<file path="src/rtl/reg_port_arbiter.sv">
// ============================================================================
// Module  : reg_port_arbiter
// Brief   : Two-port (CPU / debug) arbiter in front of a single-port register
//           file, with a RUN -> DRAIN -> HALTED debug halt handshake.
//           Optional starvation guard for the debug port is enabled by
//           defining the macro STARVE_GUARD_EN.
// Revision: 1.0 - initial release
// ============================================================================
`default_nettype none
`timescale 1ns/1ps

module reg_port_arbiter #(
  parameter int STARVE_LIMIT = 4
) (
  input  logic       clk,
  input  logic       rst_n,
  // CPU port
  input  logic       cpu_req,
  input  logic       cpu_we,
  input  logic [3:0] cpu_addr,
  input  logic [7:0] cpu_wdata,
  output logic       cpu_gnt,
  output logic       cpu_rvalid,
  output logic [7:0] cpu_rdata,
  // Debug port
  input  logic       dbg_req,
  input  logic       dbg_we,
  input  logic [3:0] dbg_addr,
  input  logic [7:0] dbg_wdata,
  output logic       dbg_gnt,
  output logic       dbg_rvalid,
  output logic [7:0] dbg_rdata,
  // Halt handshake
  input  logic       dbg_halt_req,
  input  logic       cpu_idle,
  output logic       cpu_stall,
  output logic       dbg_halted,
  // Register file side
  output logic       rf_en,
  output logic       rf_we,
  output logic [3:0] rf_addr,
  output logic [7:0] rf_wdata,
  input  logic [7:0] rf_rdata
);

  // Addresses above sp (8) are reserved and never reach the register file.
  localparam logic [3:0] C_LAST_ADDR = 4'd8;

  // Elaboration-time range check on the starvation limit.
  if (STARVE_LIMIT < 1 || STARVE_LIMIT > 15) begin : g_bad_limit
    $error("reg_port_arbiter: STARVE_LIMIT must be in 1..15");
  end

  typedef enum logic [1:0] {
    S_RUN    = 2'd0,
    S_DRAIN  = 2'd1,
    S_HALTED = 2'd2
  } state_t;

  state_t     r_state;
  logic       r_cpu_stall;
  logic       r_dbg_halted;
  logic       r_cpu_pend;
  logic       r_cpu_rsv;
  logic       r_dbg_pend;
  logic       r_dbg_rsv;

  logic       w_halted_st;
  logic       w_force_dbg;
  logic       w_cpu_gnt;
  logic       w_dbg_gnt;
  logic       w_any_gnt;
  logic       w_sel_we;
  logic [3:0] w_sel_addr;
  logic [7:0] w_sel_wdata;
  logic       w_sel_rsv;
  logic       w_rf_en;
  logic       w_cpu_rd;
  logic       w_dbg_rd;

  assign w_halted_st = (r_state == S_HALTED);

`ifdef STARVE_GUARD_EN
  logic [3:0] r_starve_cnt;

  // Debug steals the port once it has been denied STARVE_LIMIT cycles in a row.
  assign w_force_dbg = !w_halted_st && dbg_req &&
                       (r_starve_cnt == STARVE_LIMIT[3:0]);

  // Count consecutive denied debug cycles, saturating at the limit.
  always_ff @(posedge clk or negedge rst_n) begin
    if (!rst_n) begin
      r_starve_cnt <= 4'd0;
    end else if (w_dbg_gnt || !dbg_req) begin
      r_starve_cnt <= 4'd0;
    end else if (r_starve_cnt != STARVE_LIMIT[3:0]) begin
      r_starve_cnt <= r_starve_cnt + 4'd1;
    end
  end
`else
  assign w_force_dbg = 1'b0;
`endif

  // Grants are combinational; reset masks them so every output is quiet.
  assign w_dbg_gnt = rst_n && dbg_req && (w_halted_st || w_force_dbg || !cpu_req);
  assign w_cpu_gnt = rst_n && cpu_req && !w_halted_st && !w_force_dbg;
  assign w_any_gnt = w_cpu_gnt || w_dbg_gnt;

  // Command mux from whichever side won.
  assign w_sel_we    = w_dbg_gnt ? dbg_we    : cpu_we;
  assign w_sel_addr  = w_dbg_gnt ? dbg_addr  : cpu_addr;
  assign w_sel_wdata = w_dbg_gnt ? dbg_wdata : cpu_wdata;
  assign w_sel_rsv   = (w_sel_addr > C_LAST_ADDR);

  // Reserved accesses are granted but never strobe the register file; the
  // whole rf bus is zeroed whenever no strobe is issued.
  assign w_rf_en  = w_any_gnt && !w_sel_rsv;
  assign rf_en    = w_rf_en;
  assign rf_we    = w_rf_en && w_sel_we;
  assign rf_addr  = w_rf_en ? w_sel_addr  : 4'h0;
  assign rf_wdata = w_rf_en ? w_sel_wdata : 8'h00;

  assign cpu_gnt = w_cpu_gnt;
  assign dbg_gnt = w_dbg_gnt;

  assign w_cpu_rd = w_cpu_gnt && !cpu_we;
  assign w_dbg_rd = w_dbg_gnt && !dbg_we;

  // Remember which side owes a read response next cycle and whether it was reserved.
  always_ff @(posedge clk or negedge rst_n) begin
    if (!rst_n) begin
      r_cpu_pend <= 1'b0;
      r_cpu_rsv  <= 1'b0;
      r_dbg_pend <= 1'b0;
      r_dbg_rsv  <= 1'b0;
    end else begin
      r_cpu_pend <= w_cpu_rd;
      r_cpu_rsv  <= (cpu_addr > C_LAST_ADDR);
      r_dbg_pend <= w_dbg_rd;
      r_dbg_rsv  <= (dbg_addr > C_LAST_ADDR);
    end
  end

  // Read data is passed through from the register file only in the response cycle.
  assign cpu_rvalid = r_cpu_pend;
  assign cpu_rdata  = (r_cpu_pend && !r_cpu_rsv) ? rf_rdata : 8'h00;
  assign dbg_rvalid = r_dbg_pend;
  assign dbg_rdata  = (r_dbg_pend && !r_dbg_rsv) ? rf_rdata : 8'h00;

  // Halt handshake FSM; stall/halted are registered alongside the state.
  always_ff @(posedge clk or negedge rst_n) begin
    if (!rst_n) begin
      r_state      <= S_RUN;
      r_cpu_stall  <= 1'b0;
      r_dbg_halted <= 1'b0;
    end else begin
      case (r_state)
        S_RUN: begin
          if (dbg_halt_req) begin
            r_state     <= S_DRAIN;
            r_cpu_stall <= 1'b1;
          end
        end
        S_DRAIN: begin
          // Halt withdrawal wins over completing the drain.
          if (!dbg_halt_req) begin
            r_state     <= S_RUN;
            r_cpu_stall <= 1'b0;
          end else if (cpu_idle && !r_cpu_pend && !w_cpu_rd) begin
            r_state      <= S_HALTED;
            r_dbg_halted <= 1'b1;
          end
        end
        S_HALTED: begin
          if (!dbg_halt_req) begin
            r_state      <= S_RUN;
            r_cpu_stall  <= 1'b0;
            r_dbg_halted <= 1'b0;
          end
        end
        default: begin
          r_state      <= S_RUN;
          r_cpu_stall  <= 1'b0;
          r_dbg_halted <= 1'b0;
        end
      endcase
    end
  end

  assign cpu_stall  = r_cpu_stall;
  assign dbg_halted = r_dbg_halted;

endmodule

`default_nettype wire

</file>
<file path="config.mk">
export PLATFORM = sky130hd
export DESIGN_NAME = reg_port_arbiter
export DESIGN_NICKNAME = d
export VERILOG_FILES = /design/src/rtl/reg_port_arbiter.sv
export SDC_FILE = /design/constraint.sdc
export NUM_CORES = 1
export LEC_CHECK = 0
export ABC_AREA = 1
export BUFFER_PORTS_ARGS = -buffer_cell sky130_fd_sc_hd__buf_4
export CORE_AREA = 3 3 55 57
export DETAILED_ROUTE_END_ITERATION = 10
export DIE_AREA = 0 0 58 60
export HOLD_SLACK_MARGIN = 0.02
export PLACE_DENSITY = 0.74
export SETUP_SLACK_MARGIN = 0.05
export SLEW_MARGIN = 10
export SYNTH_ARGS = -nofsm -noshare
export SYNTH_HDL_FRONTEND = slang
export SYNTH_SLANG_ARGS = --single-unit
</file>
<file path="constraint.sdc">
create_clock -name clk -period 1.71 [get_ports clk]
set_input_delay 0.342 -clock clk [delete_from_list [all_inputs] [get_ports clk]]
set_output_delay 0.342 -clock clk [all_outputs]
set_load 0.01 [all_outputs]
</file>
==> run metrics, run 1 <==
Comb power frac=about two thirds; CTS Root Buffer Type=clkbuf_4; Area Growth Syn to Fin=111%; initial antenna violation count=0; fmax=around 460 MHz; Die Height=roughly 60 µm; post-synthesis compound-gate area fraction=about 7.0%; worst vdd rail ir drop=0.926 mV; layout cells sized above 1=~55%; post-DR vias/cell=approximately 4.4; Final Setup Violations=16; NumNets Final=~300; Min-Delay Path Class=in2async; CTS tree=yes; Max transition margin=between 80 and 90%; Mapped Nets=200; unrepaired setup endpoints after global routing=true; arrival time at the worst endpoint=1830 ps; Setup Crit Path Kind=reg2out; gp weighted congestion=a little over 0.8; H-tree Lvls=1; Reg power frac=20.7%; sequential fraction of the synthesis area=roughly 23%; failing checks=setup timing; syn_area_per_cell=around 5.6 µm²; Largest stage delay, worst path=around 400 ps; clk buf depth=2; Synthesis Warnings=0; fin. max-slew vios=0; clock latency on the worst-skew pair=250 ps; Num CTS Buffers=3; critical path cell sequence=ha_4 -> inv_4 -> nand2_8 -> nand2_8 -> nand2_4 -> nand2_4 -> nand3_2 -> nand2_2 -> nand2_4 -> clkbuf_16 -> nor2_4 -> buf_6; Total Routing Usage GR=between 10% and 20%; cell internal pwr=0.000786 W; buffers added on ports=75; Critical Path Most Common Cell=nand2_4; commonest cells after routing, fill and taps aside=buf_4 (88), nand2_1 (36), inv_1 (35); Tightest Pin Transition=approximately 250 ps; minimum clock period=about 2200 ps; CP required=roughly 1400 ps; vias in the first global route=1062; drt pass-1 iters=4; DIE WIDTH=approximately 58 µm; Critical Path Start Type=flip-flop; clock slew at reported path FFs=roughly 50 ps; fin crit share=127%; DRC=0; Worst setup EP type=output port; Max-cap violations=0; initial drt markers=34; Rows=18; largest net degree at the start of global routing=12; Overflow after GRT=0; CTS Sinks=8; Starting Density=35.0%; PwrDens=between 700 and 800 nW/µm²; first-pass GRT wire length=4.14 mm; synthesized area=882 µm²; Post-DRT Antenna Nets=0; Post-Synth Simple-Gate Area=between 40% and 50%; WHS=97.7 ps; Core ar.=about 2500 µm²; most common cell after layout, fill and taps aside=buf_4; Cell variety after synth=19; Yosys reg bits=8; Cells after Synth=roughly 160; Post-Synth XOR/XNOR Area=0%; adder-cell share of the synthesized area=approximately 4.3%; dpl hpwl=~2.3 mm; via count=~1.3k; Top-Level Pins=76; sw power=around 0.00055 W; Fin Clk Skew=0.283 ps; switching share of power=about two fifths; run status=finished, violations left; crit path max-delay cell type=dfrtp_1; n_diodes=0; clock power share=between 10% and 20%; routed len/inst=~11 µm; CTS hold repair buffers=0; Static Leak=roughly 1.1 nW; Crit Path Max Fanout=6; final hold vios=0; largest family of logic cells by synthesized area=simple AND/OR/NAND/NOR gates; final WL=about 3.1 mm; mux share of post-synthesis cell area=0%; PnR worst setup slack=-465 ps; die footprint=~3500 µm²; total power=0.00133 W
[cell families after synthesis]
group,count (synthesis)
compound gates,9
fa+ha+maj,3
buf+inv,47
flops,8
simple gates,90
[power groups by stage]
stage               registers [W]  logic (W)  clock network, W
global route             0.000282    0.00101          0.000166
finish                   0.000276   0.000910          0.000146
detailed placement       0.000271   0.000732                 0
global placement         0.000267   0.000726                 0
floorplan                0.000285   0.000378                 0
CTS                      0.000276   0.000791          0.000149
[repair_timing]
item | CTS | global route
buffers inserted | 2 | 2
cloned | 0 | 1
resized for setup | 13 | 34
pin swaps | 4 | 4
endpoints found under the setup margin | 16 | 18
[metrics by stage]
stage	worst slack, ps	cell area [µm²]	utilization (%)	setup TNS (ps)	instances
after floorplan	-44.5	887	-	-426	157
after global placement	-117	1620	64.1	-1200	278
after detailed placement	-163	1620	64.1	-1790	278
after CTS	-390	1700	67.2	-5210	283
after global routing	-558	1860	73.9	-7420	286
final	-465	1860	73.9	-5930	286
[synthesized netlist by cell type]
cell      count  area share [%]
nand2_1      43              18
inv_1        41              17
nor2_1       25              11
nor2_2        9             6.4
dfrtp_1       8              23
nand3_1       7             4.0
o21ai_0       4             2.3
ha_1          3             4.3
inv_2         3             1.3
nand2_2       3             2.1
a31oi_1       2             1.4
nand2_4       2             2.6
a21oi_1       1            0.57
buf_4         1            0.85
buf_6         1             1.3
clkinv_2      1            0.57
nand4_1       1            0.71
o21ai_4       1             1.8
o21bai_1      1            0.85
[routing by layer]
| layer | wire length (µm) | global-route usage (%) |
|---|---|---|
| met1 | 1070 | 14.9 |
| met2 | 1650 | 29.0 |
| met4 | 51 | 6.29 |
| met5 | 0 | 0 |
| met3 | 337 | 5.40 |
[final timing paths]
check | start | to | slack, ps | depth (start not counted)
max in group asynchronous | rst_n | cpu_rvalid$_DFF_PN0_ | 1490 | 3
worst min register to register | cpu_stall$_DFFE_PN0P_ | cpu_stall$_DFFE_PN0P_ | 500 | 2
min in group clk | cpu_we | cpu_rvalid$_DFF_PN0_ | 260 | 2
worst max-delay path | r_state[1]$_DFFE_PN0P_ | rf_wdata[3] | -470 | 12
worst min-delay path | rst_n | r_state[1]$_DFFE_PN0P_ | 100 | 3
worst max register to register | r_state[1]$_DFFE_PN0P_ | r_state[0]$_DFFE_PN0P_ | 180 | 9
[registers in the layout, summed over array words and instances, names as in the netlist]
name,flops
cpu_rvalid,1
cpu_stall,1
dbg_halted,1
dbg_rvalid,1
r_cpu_rsv,1
r_dbg_rsv,1
r_state,2
[final cells by class]
type | count | area (µm²)
Sequential cell | 8 | 200
Clock buffer | 3 | 22.5
Inverter | 45 | 183
Tap cell | 30 | 37.5
Multi-Input combinational cell | 102 | 626
Fill cell | 219 | 658
Timing Repair Buffer | 98 | 796
[worst max-delay path, delay by kind of cell (launching register included)]
| kind | cells | cell delay [ps] |
|---|---|---|
| adder cells (fa/ha/maj) | 1 | 180 |
| buffers and inverters | 3 | 340 |
| flip-flops | 1 | 410 |
| AND/OR/NAND/NOR | 8 | 650 |
Note: power is estimated with default switching activity, not from simulation.
==> run 2, diff against run 1 <==
--- a/config.mk
+++ b/config.mk
@@ -7,11 +7,11 @@
 export LEC_CHECK = 0
 export ABC_AREA = 1
 export BUFFER_PORTS_ARGS = -buffer_cell sky130_fd_sc_hd__buf_4
-export CORE_AREA = 3 3 55 57
+export CORE_AREA = 3 3 53 55
 export DETAILED_ROUTE_END_ITERATION = 10
-export DIE_AREA = 0 0 58 60
+export DIE_AREA = 0 0 56 58
 export HOLD_SLACK_MARGIN = 0.02
-export PLACE_DENSITY = 0.74
+export PLACE_DENSITY = 0.77
 export SETUP_SLACK_MARGIN = 0.05
 export SLEW_MARGIN = 10
 export SYNTH_ARGS = -nofsm -noshare
==> constraint.sdc (replaced) <==
create_clock -name clk -period 2.5 [get_ports clk]
set_input_delay 0.5 -clock clk [delete_from_list [all_inputs] [get_ports clk]]
set_output_delay 0.5 -clock clk [all_outputs]
set_load 0.01 [all_outputs]
==> run 2 against run 1 <==
The run now ends clean. Largest power group unchanged. Die area down 6.7%. Power down 41%. Clock-buffer cell count unchanged. Global-route usage up 0.26 points. Clock skew about the same. Hold slack worse by 28 ps. Critical path depth unchanged. Via count down 7.7%. Final cell count down 6.3%.
==> run metrics, run 2 (synthesis results as in run 1) <==
run status=complete, no violations; Final Setup Violations=0 (-16); Setup Crit Path Kind=reg2out; final hold vios=0 (unchanged); PwrDens=486 nW/µm² (-32%); DRC=0 (unchanged); Tightest Pin Transition=258 ps (+3.82 ps); worst vdd rail ir drop=0.514 mV (-45%); sw power=0.000331 W (-39%); CTS tree=yes; minimum clock period=between 2000 and 2500 ps; number of flip-flops in the largest register=2 (unchanged); Starting Density=36.3% (+1.3 points); Crit Path Max Fanout=7 (+1); first-pass GRT wire length=4.04 mm (-2.5%); post-DR vias/cell=4.31 (-1.6%); NumNets Final=283 (-6.0%); arrival time at the worst endpoint=1860 ps (+30 ps); Overflow after GRT=0 (unchanged); clock power share=12.0% (+1.0 points); fin crit share=a little over nine tenths; Die Height=58 µm (-3.3%); switching share of power=42.3% (+1.4 points); Fin Setup TNS=0 ps (+5930 ps); fin. max-slew vios=0 (unchanged); Total Routing Usage GR=15.5% (+0.26 points); Post-DRT Antenna Nets=0 (unchanged); FF-to-FF setup slack=1070 ps (+890 ps); layout cells sized above 1=47.1% (-7.6 points); H-tree Lvls=1 (unchanged); Max transition margin=82.8% (-0.26 points); dpl hpwl=2.18 mm (-5.5%); routed len/inst=10.7 µm (-1.8%); Fillers=214 (-2.3%); CTS hold repair buffers=0 (unchanged); footprint of the multi-input gates=571 µm² (-8.8%); r2r worst-path depth=8 (-1); metal3 WL=303 µm (-10%); r2r startpoint=r_state[0]$_DFFE_PN0P_; DIE WIDTH=56 µm (-3.4%); Rows=18 (unchanged); Max-cap violations=0 (unchanged); Critical Path Start Type=flip-flop; clock latency on the worst-skew pair=250 ps (about the same); Inst Count DP=260 (-6.5%); gp weighted congestion=0.793 (-2.8%); via count=1155 (-7.7%); drt pass-1 iters=4 (unchanged); die footprint=3250 µm² (-6.7%); Storage cell area=200 µm² (unchanged); cell internal pwr=0.000451 W (-43%); fmax=roughly 420 MHz; largest net degree at the start of global routing=16 (+4); Crit Reg-Reg Endpoint=r_state[1]$_DFFE_PN0P_; Top Layer Used=met4; Worst setup EP type=output port; DRT met1 WL=1.15 mm (+7.6%); n_diodes=0 (unchanged); total power=0.000783 W (-41%); DR WL met2=1.34 mm (-19%); buffers added on ports=75 (unchanged); Num CTS Buffers=3 (unchanged); most common cell after layout, fill and taps aside=buf_4; Reg power frac=24.6% (+3.9 points); CP required=2000 ps (+630 ps); Area Growth Syn to Fin=82.7%; clock slew at reported path FFs=50 ps (about the same); final WL=2.86 mm (-7.9%); Placement Setup Slack=215 ps (+378 ps); CTS Root Buffer Type=clkbuf_4; Top-Level Pins=76 (unchanged); Static Leak=1.03 nW (-9.2%); Core ar.=2430 µm² (-3.6%); Min-Delay Path Class=in2async; initial antenna violation count=0 (unchanged); commonest cells after routing, fill and taps aside=buf_4 (78), inv_1 (40), nand2_1 (39); Largest Register=r_state; initial drt markers=35 (+2.9%); clk buf depth=2 (unchanged); Comb power frac=63.4% (-4.9 points); vias in the first global route=929 (-13%); CTS Sinks=8 (unchanged); PnR worst setup slack=135 ps (+601 ps); Fin Clk Skew=0.744 ps (+0.461 ps); crit path launch=r_state[0]$_DFFE_PN0P_; Final Non-Filler Cells=268 (-6.3%)
==> run 2: metrics by stage <==
step	util (%)	hold WS, ps	cell area [µm²]
after floorplan	-	204	882
after global placement	60.2	330	1460
after detailed placement	60.2	333	1460
after CTS	61.3	64.5	1490
after global routing	66.3	60.6	1610
final	66.3	69.2	1610
==> run 2: power by group through the flow <==
stage	Sequential [W]	Clock [W]	Combinational, W
floorplan	0.000195	0	0.000256
global placement	0.000188	0	0.000416
finish	0.000192	0.0000942	0.000496
CTS	0.000187	0.0000977	0.000426
detailed placement	0.000189	0	0.000421
global route	0.000197	0.000107	0.000562
==> run 2: how the worst max path moves through the flow <==
stage                        to  cells past startpoint
floorplan           rf_wdata[6]                     11
global placement     rf_addr[0]                     11
detailed placement   rf_addr[0]                     11
CTS                  rf_addr[0]                     12
global route        rf_wdata[0]                     12
finish              rf_wdata[0]                     12
==> run 2: cell type report <==
| cell class | count | share of cell area (%) |
|---|---|---|
| inverter | 45 | 10.9 |
| multi-input combinational | 103 | 35.4 |
| clock buffer | 3 | 1.40 |
| tap | 30 | 2.33 |
| sequential | 8 | 12.4 |
| timing repair buffer | 79 | 37.6 |
==> run 2: repair_timing <==
action,CTS,global route
setup buffers,0,4
endpoints found under the setup margin,11,12
gates cloned,0,1
pin swaps,0,7
gates resized for setup,1,18
==> run 2: routing by layer <==
| metal | track usage, % | vias up |
|---|---|---|
| li1 | - | 619 |
| met1 | 19.1 | 472 |
| met2 | 24.0 | 58 |
| met3 | 5.57 | 6 |
| met4 | 7.80 | 0 |
| met5 | 0 | - |
==> run 2: critical path, cell delays in order (launching register included) <==
cell	delay, ps
dfrtp_1	390
inv_2	70
ha_4	170
inv_4	60
nand2_4	80
nand2_8	100
nand2_2	70
nand2_2	90
nand3_1	90
nand2_2	140
nand2_4	120
nor2_2	130
buf_4	120
